===== src/rtl/count_pkg.sv =====
// Shared types and constants for the up/down count rate controller.
package count_pkg;

  localparam int unsigned PRESCALE_W = 27;

  typedef enum logic [1:0] {
    IDLE = 2'd0,
    UP   = 2'd1,
    DOWN = 2'd2
  } state_t;

endpackage


===== src/rtl/count_rate_ctrl_if.sv =====
// Key/rate inputs, digit feedback and step strobes between controller and datapath.
interface count_rate_ctrl_if;

  logic       sw_rate;
  logic       key_up;
  logic       key_dn;
  logic [3:0] ones_digit;
  logic [3:0] tens_digit;
  logic       ones_inc;
  logic       ones_dec;
  logic       tens_inc;
  logic       tens_dec;
  logic       wrap;
  logic [1:0] state;

  modport slave (
    input  sw_rate, key_up, key_dn, ones_digit, tens_digit,
    output ones_inc, ones_dec, tens_inc, tens_dec, wrap, state
  );

  modport master (
    output sw_rate, key_up, key_dn, ones_digit, tens_digit,
    input  ones_inc, ones_dec, tens_inc, tens_dec, wrap, state
  );

endinterface


===== src/rtl/count_rate_ctrl_sync2.sv =====
// Two-flop synchronizer for a single asynchronous level input.
module sync2 (
  input  logic i_clk,
  input  logic i_rst,
  input  logic i_d,
  output logic o_q
);

  logic r_meta;
  logic r_sync;

  always_ff @(posedge i_clk or posedge i_rst) begin
    if (i_rst) begin
      r_meta <= '0;
      r_sync <= '0;
    end else begin
      r_meta <= i_d;
      r_sync <= r_meta;
    end
  end

  assign o_q = r_sync;

endmodule


===== src/rtl/count_rate_ctrl.sv =====
// Key-driven up/down step controller for a two-digit BCD counter with
// selectable step rate; emits registered one-cycle inc/dec/carry/wrap strobes.
module count_rate_ctrl
  import count_pkg::*;
#(
  parameter int unsigned FAST_DIV = 50000000,
  parameter int unsigned SLOW_DIV = 100000000
) (
  input logic             clk,
  input logic             rst,
  count_rate_ctrl_if.slave bus
);

  logic w_up_s;
  logic w_dn_s;
  logic w_rate_s;

  sync2 u_sync_up   (.i_clk(clk), .i_rst(rst), .i_d(bus.key_up),  .o_q(w_up_s));
  sync2 u_sync_dn   (.i_clk(clk), .i_rst(rst), .i_d(bus.key_dn),  .o_q(w_dn_s));
  sync2 u_sync_rate (.i_clk(clk), .i_rst(rst), .i_d(bus.sw_rate), .o_q(w_rate_s));

  state_t                r_state;
  state_t                w_next;
  logic [PRESCALE_W-1:0] r_cnt;
  logic [PRESCALE_W-1:0] w_div_m1;
  logic                  r_rate_q;
  logic                  w_rate_chg;
  logic                  w_run;
  logic                  w_tick;
  logic                  w_step;

  logic w_ones_inc, w_ones_dec, w_tens_inc, w_tens_dec, w_wrap;
  logic r_ones_inc, r_ones_dec, r_tens_inc, r_tens_dec, r_wrap;

  assign w_div_m1   = w_rate_s ? PRESCALE_W'(SLOW_DIV - 1) : PRESCALE_W'(FAST_DIV - 1);
  assign w_run      = (r_state == UP) || (r_state == DOWN);
  assign w_rate_chg = (w_rate_s != r_rate_q);
  assign w_tick     = w_run && (r_cnt == w_div_m1);
  // A tick loses to a state exit or a rate change, both of which restart the period.
  assign w_step     = w_tick && (w_next == r_state) && !w_rate_chg;

  always_comb begin
    w_next     = r_state;
    w_ones_inc = 1'b0;
    w_ones_dec = 1'b0;
    w_tens_inc = 1'b0;
    w_tens_dec = 1'b0;
    w_wrap     = 1'b0;

    case (r_state)
      IDLE: begin
        if (w_up_s && !w_dn_s)      w_next = UP;
        else if (w_dn_s && !w_up_s) w_next = DOWN;
      end
      UP: begin
        if (!w_up_s || w_dn_s) w_next = IDLE;
      end
      DOWN: begin
        if (!w_dn_s || w_up_s) w_next = IDLE;
      end
      default: w_next = IDLE;
    endcase

    if (w_step && (r_state == UP)) begin
      w_ones_inc = 1'b1;
      w_tens_inc = (bus.ones_digit == 4'd9);
      w_wrap     = (bus.ones_digit == 4'd9) && (bus.tens_digit == 4'd9);
    end else if (w_step && (r_state == DOWN)) begin
      w_ones_dec = 1'b1;
      w_tens_dec = (bus.ones_digit == 4'd0);
      w_wrap     = (bus.ones_digit == 4'd0) && (bus.tens_digit == 4'd0);
    end
  end

  always_ff @(posedge clk or posedge rst) begin
    if (rst) r_state <= IDLE;
    else     r_state <= w_next;
  end

  always_ff @(posedge clk or posedge rst) begin
    if (rst) begin
      r_cnt    <= '0;
      r_rate_q <= 1'b0;
    end else begin
      r_rate_q <= w_rate_s;
      if (!w_run || (w_next != r_state) || w_rate_chg || w_tick) r_cnt <= '0;
      else                                                       r_cnt <= r_cnt + PRESCALE_W'(1);
    end
  end

  always_ff @(posedge clk or posedge rst) begin
    if (rst) begin
      r_ones_inc <= 1'b0;
      r_ones_dec <= 1'b0;
      r_tens_inc <= 1'b0;
      r_tens_dec <= 1'b0;
      r_wrap     <= 1'b0;
    end else begin
      r_ones_inc <= w_ones_inc;
      r_ones_dec <= w_ones_dec;
      r_tens_inc <= w_tens_inc;
      r_tens_dec <= w_tens_dec;
      r_wrap     <= w_wrap;
    end
  end

  assign bus.ones_inc = r_ones_inc;
  assign bus.ones_dec = r_ones_dec;
  assign bus.tens_inc = r_tens_inc;
  assign bus.tens_dec = r_tens_dec;
  assign bus.wrap     = r_wrap;
  assign bus.state    = r_state;

endmodule

===== src/flat_wrapper.sv =====
// flat-port wrapper written by rule: the top's interface ports become plain ports
module count_rate_ctrl_flat import count_pkg::*;
#(
  parameter int unsigned FAST_DIV = 50000000,
  parameter int unsigned SLOW_DIV = 100000000
)
  (clk, rst, bus_sw_rate, bus_key_up, bus_key_dn, bus_ones_digit, bus_tens_digit, bus_ones_inc, bus_ones_dec, bus_tens_inc, bus_tens_dec, bus_wrap, bus_state);
  count_rate_ctrl_if bus_i ();
  input logic clk;
  input logic rst;
  input wire logic [$bits(bus_i.sw_rate)-1:0] bus_sw_rate;
  input wire logic [$bits(bus_i.key_up)-1:0] bus_key_up;
  input wire logic [$bits(bus_i.key_dn)-1:0] bus_key_dn;
  input wire logic [$bits(bus_i.ones_digit)-1:0] bus_ones_digit;
  input wire logic [$bits(bus_i.tens_digit)-1:0] bus_tens_digit;
  output wire logic [$bits(bus_i.ones_inc)-1:0] bus_ones_inc;
  output wire logic [$bits(bus_i.ones_dec)-1:0] bus_ones_dec;
  output wire logic [$bits(bus_i.tens_inc)-1:0] bus_tens_inc;
  output wire logic [$bits(bus_i.tens_dec)-1:0] bus_tens_dec;
  output wire logic [$bits(bus_i.wrap)-1:0] bus_wrap;
  output wire logic [$bits(bus_i.state)-1:0] bus_state;
  assign bus_i.sw_rate = bus_sw_rate;
  assign bus_i.key_up = bus_key_up;
  assign bus_i.key_dn = bus_key_dn;
  assign bus_i.ones_digit = bus_ones_digit;
  assign bus_i.tens_digit = bus_tens_digit;
  assign bus_ones_inc = bus_i.ones_inc;
  assign bus_ones_dec = bus_i.ones_dec;
  assign bus_tens_inc = bus_i.tens_inc;
  assign bus_tens_dec = bus_i.tens_dec;
  assign bus_wrap = bus_i.wrap;
  assign bus_state = bus_i.state;
  count_rate_ctrl #(.FAST_DIV(FAST_DIV), .SLOW_DIV(SLOW_DIV)) u_core (.clk(clk), .rst(rst), .bus(bus_i));
endmodule

===== config.mk =====
export PLATFORM = sky130hd
export DESIGN_NAME = count_rate_ctrl_flat
export DESIGN_NICKNAME = d
export VERILOG_FILES = /design/src/rtl/count_pkg.sv /design/src/rtl/count_rate_ctrl_if.sv /design/src/rtl/count_rate_ctrl_sync2.sv /design/src/rtl/count_rate_ctrl.sv /design/src/flat_wrapper.sv
export SDC_FILE = /design/constraint.sdc
export NUM_CORES = 1
export LEC_CHECK = 0
export ABC_AREA = 1
export BUFFER_PORTS_ARGS = -buffer_cell sky130_fd_sc_hd__buf_2
export CORE_AREA = 2 2 70 72
export DETAILED_ROUTE_END_ITERATION = 8
export DIE_AREA = 0 0 72 74
export GPL_ROUTABILITY_DRIVEN = 0
export PLACE_DENSITY = 0.79
export SYNTH_ARGS = -nofsm -noshare
export SYNTH_HDL_FRONTEND = slang
export SYNTH_SLANG_ARGS = --single-unit

===== constraint.sdc =====
create_clock -name clk -period 1.8 [get_ports clk]
set_clock_uncertainty 0.2 [all_clocks]
set_input_delay 0.36 -clock clk [delete_from_list [all_inputs] [get_ports clk]]
set_output_delay 0.36 -clock clk [all_outputs]
set_load 0.005 [all_outputs]

# Word-level counts from Yosys, hierarchy flattened
# Cells that the tools add are included.
# op_classes
n_eq_ne	8
n_addsub	1
n_mux	15
n_reduce_logical	22
# op_table
operator	n
27-bit two-way mux	2
27-bit by 1-bit adder with 27-bit output, second input constant	1
27-bit equality test	1
1-bit logical AND	9
4-bit equality test, second input constant	2
4-bit zero test	2
1-bit two-way mux	8
2-bit two-way mux	4
1-bit logical OR	6
2-bit one-hot mux with 3 select lines	1
1-bit zero test	4
2-bit by 1-bit equality test with 1-bit output, second input constant	1
2-bit equality test	1
2-bit equality test, second input constant	1
2-bit zero test	1
2-bit != test	1
1-bit != test	1
# word_totals
register_bits	41
out_inout_bits	7
input_bits	13
word_cells	60

# Depth between registers and ports, before layout
# logic_depth
word_depth	11
mapped_depth	14
ltp_nobuf	13

# Cells and area by module
# Synthesis repeated with hierarchy kept, for this count alone.
# unflattened
cells_unflattened	294
hier_area_um2	2458.6
# modules_own_cells
module	seq_area_each_um2	instances	area_each_um2	cells_per_inst
count_rate_ctrl	875.8	1	2297.2	285
sync2	50.0	3	53.8	3

# Worst setup path before layout
# OpenSTA, ideal clock, no wires.
# synth_timing
kind	register to register
from	register u_core.r_state[0] (netlist: u_core.bus.state[0])
to	register u_core.r_cnt[14]
t_required_ns	1.479
setup_time_ns	0.121
synth_period_minus_slack_ns	1.956
arrival_time_ns	1.635
path_stages_with_launch	11
path_buffers	1
path_slack_ns	-0.156
cell_sequence	dfrtp_1 -> inv_1 -> ha_1 -> nand2_1 -> nor3_1 -> nand3_1 -> nor2_1 -> nand2_1 -> nand4_4 -> buf_6 -> nor2_1
# synth_between
elab_chain_cells	8
elab_cells_between_ends	16
classes_between	eq/ne: 3; mux: 6; reduce/logical: 7
# synth_lines
item	line_no	text
from (decl)	count_rate_ctrl.sv:22	state_t r_state;
from (signal assigned)	count_rate_ctrl.sv:77	else r_state <= w_next;
2-bit two-way mux	count_rate_ctrl.sv:53	else if (w_dn_s && !w_up_s) w_next = DOWN;
2-bit two-way mux	count_rate_ctrl.sv:52	if (w_up_s && !w_dn_s) w_next = UP;
2-bit one-hot mux with 3 select lines	count_rate_ctrl.sv:50	case (r_state)
2-bit != test	count_rate_ctrl.sv:86	if (!w_run || (w_next != r_state) || w_rate_chg || w_tick) r_cnt <= '0;
1-bit logical OR (2 in a row)	count_rate_ctrl.sv:86	
1-bit logical OR *	count_rate_ctrl.sv:86	
27-bit two-way mux *	count_rate_ctrl.sv:86	
to (signal assigned)	count_rate_ctrl.sv:87	else r_cnt <= r_cnt + PRESCALE_W'(1);
to (decl)	count_rate_ctrl.sv:24	logic [PRESCALE_W-1:0] r_cnt;
# Mark *: on every way between the ends. The rest lies on a longest branch, timed or not.

# Worst setup path in the final report
# layout_timing
from	register u_core.r_state[1] (netlist: u_core.bus.state[1])
to	register u_core.r_cnt[22]
# Same word-level chain as after synthesis.

==> qor.yml <==
hold_viol: 0
clkPwrFrac_pct: 30.3
cts-root-buf: "clkbuf_8"
grt_usage_pct: 21.20
numCtsBuffers: 5
crit_path_start_kind: "register"
cts_tree: "done"
area_delta_synth_final_pct: 29.62
ys.flop_type: "dfrtp_1"
holdCritStartpoint: "u_core.u_sync_up.r_meta"
status: "finished with violations"
final_antenna_net_count: 0
p_per_area_mw_per_mm2: 948.2
rr_worst_depth: 14
synth_top_area_share_pct: 44.09
grt_pass1_vias: 2057
port_buffers: 19
p_sw_uw: 857.2
start_util_pct: 50.61
slew_headroom_pct: 78.39
reg2reg_slack_ns: -0.17
die_area_sq_mm: 0.005328
hold_path_end: "u_core.u_sync_up.o_q"
ios: 20
place_hpwl_um: 3753
drv_cap: 0
synth_largest_area_cell: "dfrtp_1"
core_area_sq_mm: 0.004598
synth_common_cells: "nand2_1, nor2_1, dfrtp_1, inv_1, xor2_1"
cts_num_sinks: 41
power_frac_seq_pct: 35.1
fmax_ghz: 0.5076
ys_warn_count: 0
path_max_fanout: 18
dp.cells: 380
finalWirelength_um: 5069
violations: "negative setup slack"
cts_max_level: 2
synth.distinct_cells: 27
switching_share_pct: 29.97
syn-instance-count: 285
setup_violations: 32
period_needed_ns: 1.970
clockBufferDepth: 2
wl_per_cell_um: 12.77
clock_latency_ns: 0.30
die_w_um: 72
worst_slew_pin_slew_ns: 0.3229
preCtsSetupSlack_ns: -0.2146
grt_pass1_wl_um: 8728
arrival_ns: 1.99
vdd_ir_drop_max_mv: 0.5044
viasPerCell: 5.103
syn_area_sq_mm: 0.002327
cts.clk_slew.worst_paths_ns: 0.08
vias: 2026
synth.most_common_cell: "nand2_1"
comb_power_share_pct: 34.6
final.setup.worst_slack_ns: -0.1699
min_delay_path_depth: 0
drv_slew: 0
layout.nets: 361
overflow: 0
ys_seq_elements: 41
crit_required_ns: 1.82
whs_ns: 0.1537
power.leakage_nw: 1.405
drc_errors: 0
r2r_end: "u_core.r_cnt[22]"
dr.pass1.iters: 5
grt_antenna_before_repair: 0
ys_top_cells_by_area: "dfrtp_1, nand2_1, nor2_1"
placementRows: 25
drive_gt1_share_pct: 28.86
end_kind: "register"
min_period_over_period_pct: 109.4
holdCritPathClass: "reg -> reg"
synth_fp_nets: 304
die_h_um: 74
synth_edf_count: 0
ys_seq_area_share_pct: 44.09
fillers: 362
avgSynthCellArea_sq_um: 8.166
r2r_start: "u_core.bus.state[1]"
critical_path_class: "reg -> reg"
rsz0062_at_grt: "yes"
drtIter0Drc: 86
antenna_cells: 0
p_int_mw: 2.003
finalNonFillerCells: 397
grt_max_degree: 42
synthArstFlopShare_pct: 100.0
## worst max path at each step
stage | startpoint | endpoint | cells past startpoint
after floorplan | u_core.bus.state[0] | u_core.r_cnt[14] | 14
after global placement | u_core.bus.state[1] | u_core.r_cnt[9] | 10
after detailed placement | u_core.bus.state[1] | u_core.r_cnt[22] | 10
after CTS | u_core.bus.state[1] | u_core.r_cnt[22] | 14
after global routing | u_core.bus.state[1] | u_core.r_cnt[26] | 14
final | u_core.bus.state[1] | u_core.r_cnt[22] | 14
## worst max-delay path, cell delays in order (launching register included)
cell and delay, ns:
dfrtp_2 0.44, buf_6 0.14, ha_4 0.15, nand3_2 0.07, nand2_1 0.05, nand2_1 0.05
nand2_1 0.06, nand2_1 0.08, nand2_1 0.06, nand2_1 0.07, nand2_2 0.06, clkinv_2 0.05
nand4_4 0.13, buf_12 0.18, nor2_1 0.11
## logic make-up after synthesis
group                    synth area share, %
AND/OR/NAND/NOR                        36.40
AO/OA/AOI/OAI                          1.129
flip-flops                             44.09
XOR/XNOR                               7.527
buffers and inverters                  7.634
adder cells (fa/ha/maj)                3.226
## flip-flops by register name, summed over array words and instances (netlist names)
name and count:
u_core.u_sync_rate.o_q 1, u_core.bus.ones_dec 1, u_core.u_sync_rate.r_meta 1, u_core.bus.state 2
u_core.bus.ones_inc 1, u_core.r_cnt 27, u_core.u_sync_up.o_q 1, u_core.bus.tens_inc 1
u_core.u_sync_dn.o_q 1, u_core.r_rate_q 1, u_core.bus.tens_dec 1, u_core.u_sync_up.r_meta 1
u_core.bus.wrap 1, u_core.u_sync_dn.r_meta 1
## metal layers
layer	GRT usage (%)	vias up	routed length, um
li1	-	1024	-
met1	25.20	940	2154
met2	37.65	50	2557
met3	4.336	12	237
met4	9.015	0	119
met5	0	-	0
## cell type report
| class | count | area, sq um | share of cell area (%) |
|---|---|---|---|
| clock buffer | 5 | 68.82 | 2.281 |
| clock inverter | 3 | 65.06 | 2.157 |
| inverter | 40 | 156.4 | 5.185 |
| multi-input combinational | 201 | 1219 | 40.40 |
| sequential | 41 | 1028 | 34.09 |
| tap | 54 | 67.56 | 2.240 |
| timing repair buffer | 53 | 411.6 | 13.65 |
## power groups by stage
stage / logic [mW] / registers [mW] / clock network [mW]
after global placement: 0.798 / 1.04 / 0
after CTS: 0.929 / 1.00 / 0.883
after global routing: 1.08 / 1.01 / 0.927
final: 0.990 / 1.00 / 0.867
after detailed placement: 0.818 / 1.04 / 0
after floorplan: 0.473 / 1.05 / 0
## stage by stage
stage          total power, mW  cell area, sq um  setup TNS (ns)  util, %
2_1_floorplan            1.521              2384         -0.8910        -
3_3_place_gp             1.836              2744          -5.076    59.67
3_5_place_dp             1.863              2744          -6.059    59.67
4_1_cts                  2.813              2979          -3.690    64.79
5_1_grt                  3.014              3017          -8.330    65.61
6_report                 2.860              3017          -4.077    65.61
## cell usage in the layout (no fill, tap or decap), drive strengths merged
cell and n:
nor4 3, dlygate4sd3 4, nand3 16, buf 49, nand3b 1, a21oi 1, xor2 16, ha 6
o22ai 1, clkbuf 5, clkinv 2, nor3 19, nand4 14, and3 2, nand2 63, dfrtp 41
inv 39, nor2 52, xnor2 4, bufinv 2, o21ai 3
## repair_timing
action	in CTS	in global routing
hold buffers	4	0
endpoints found under the setup margin	32	32
gates resized for setup	12	7
endpoints found under the hold margin	44	0
setup buffers	3	2
pin swaps	2	3
gates cloned	0	0
Power figures use the tool's default switching activity.
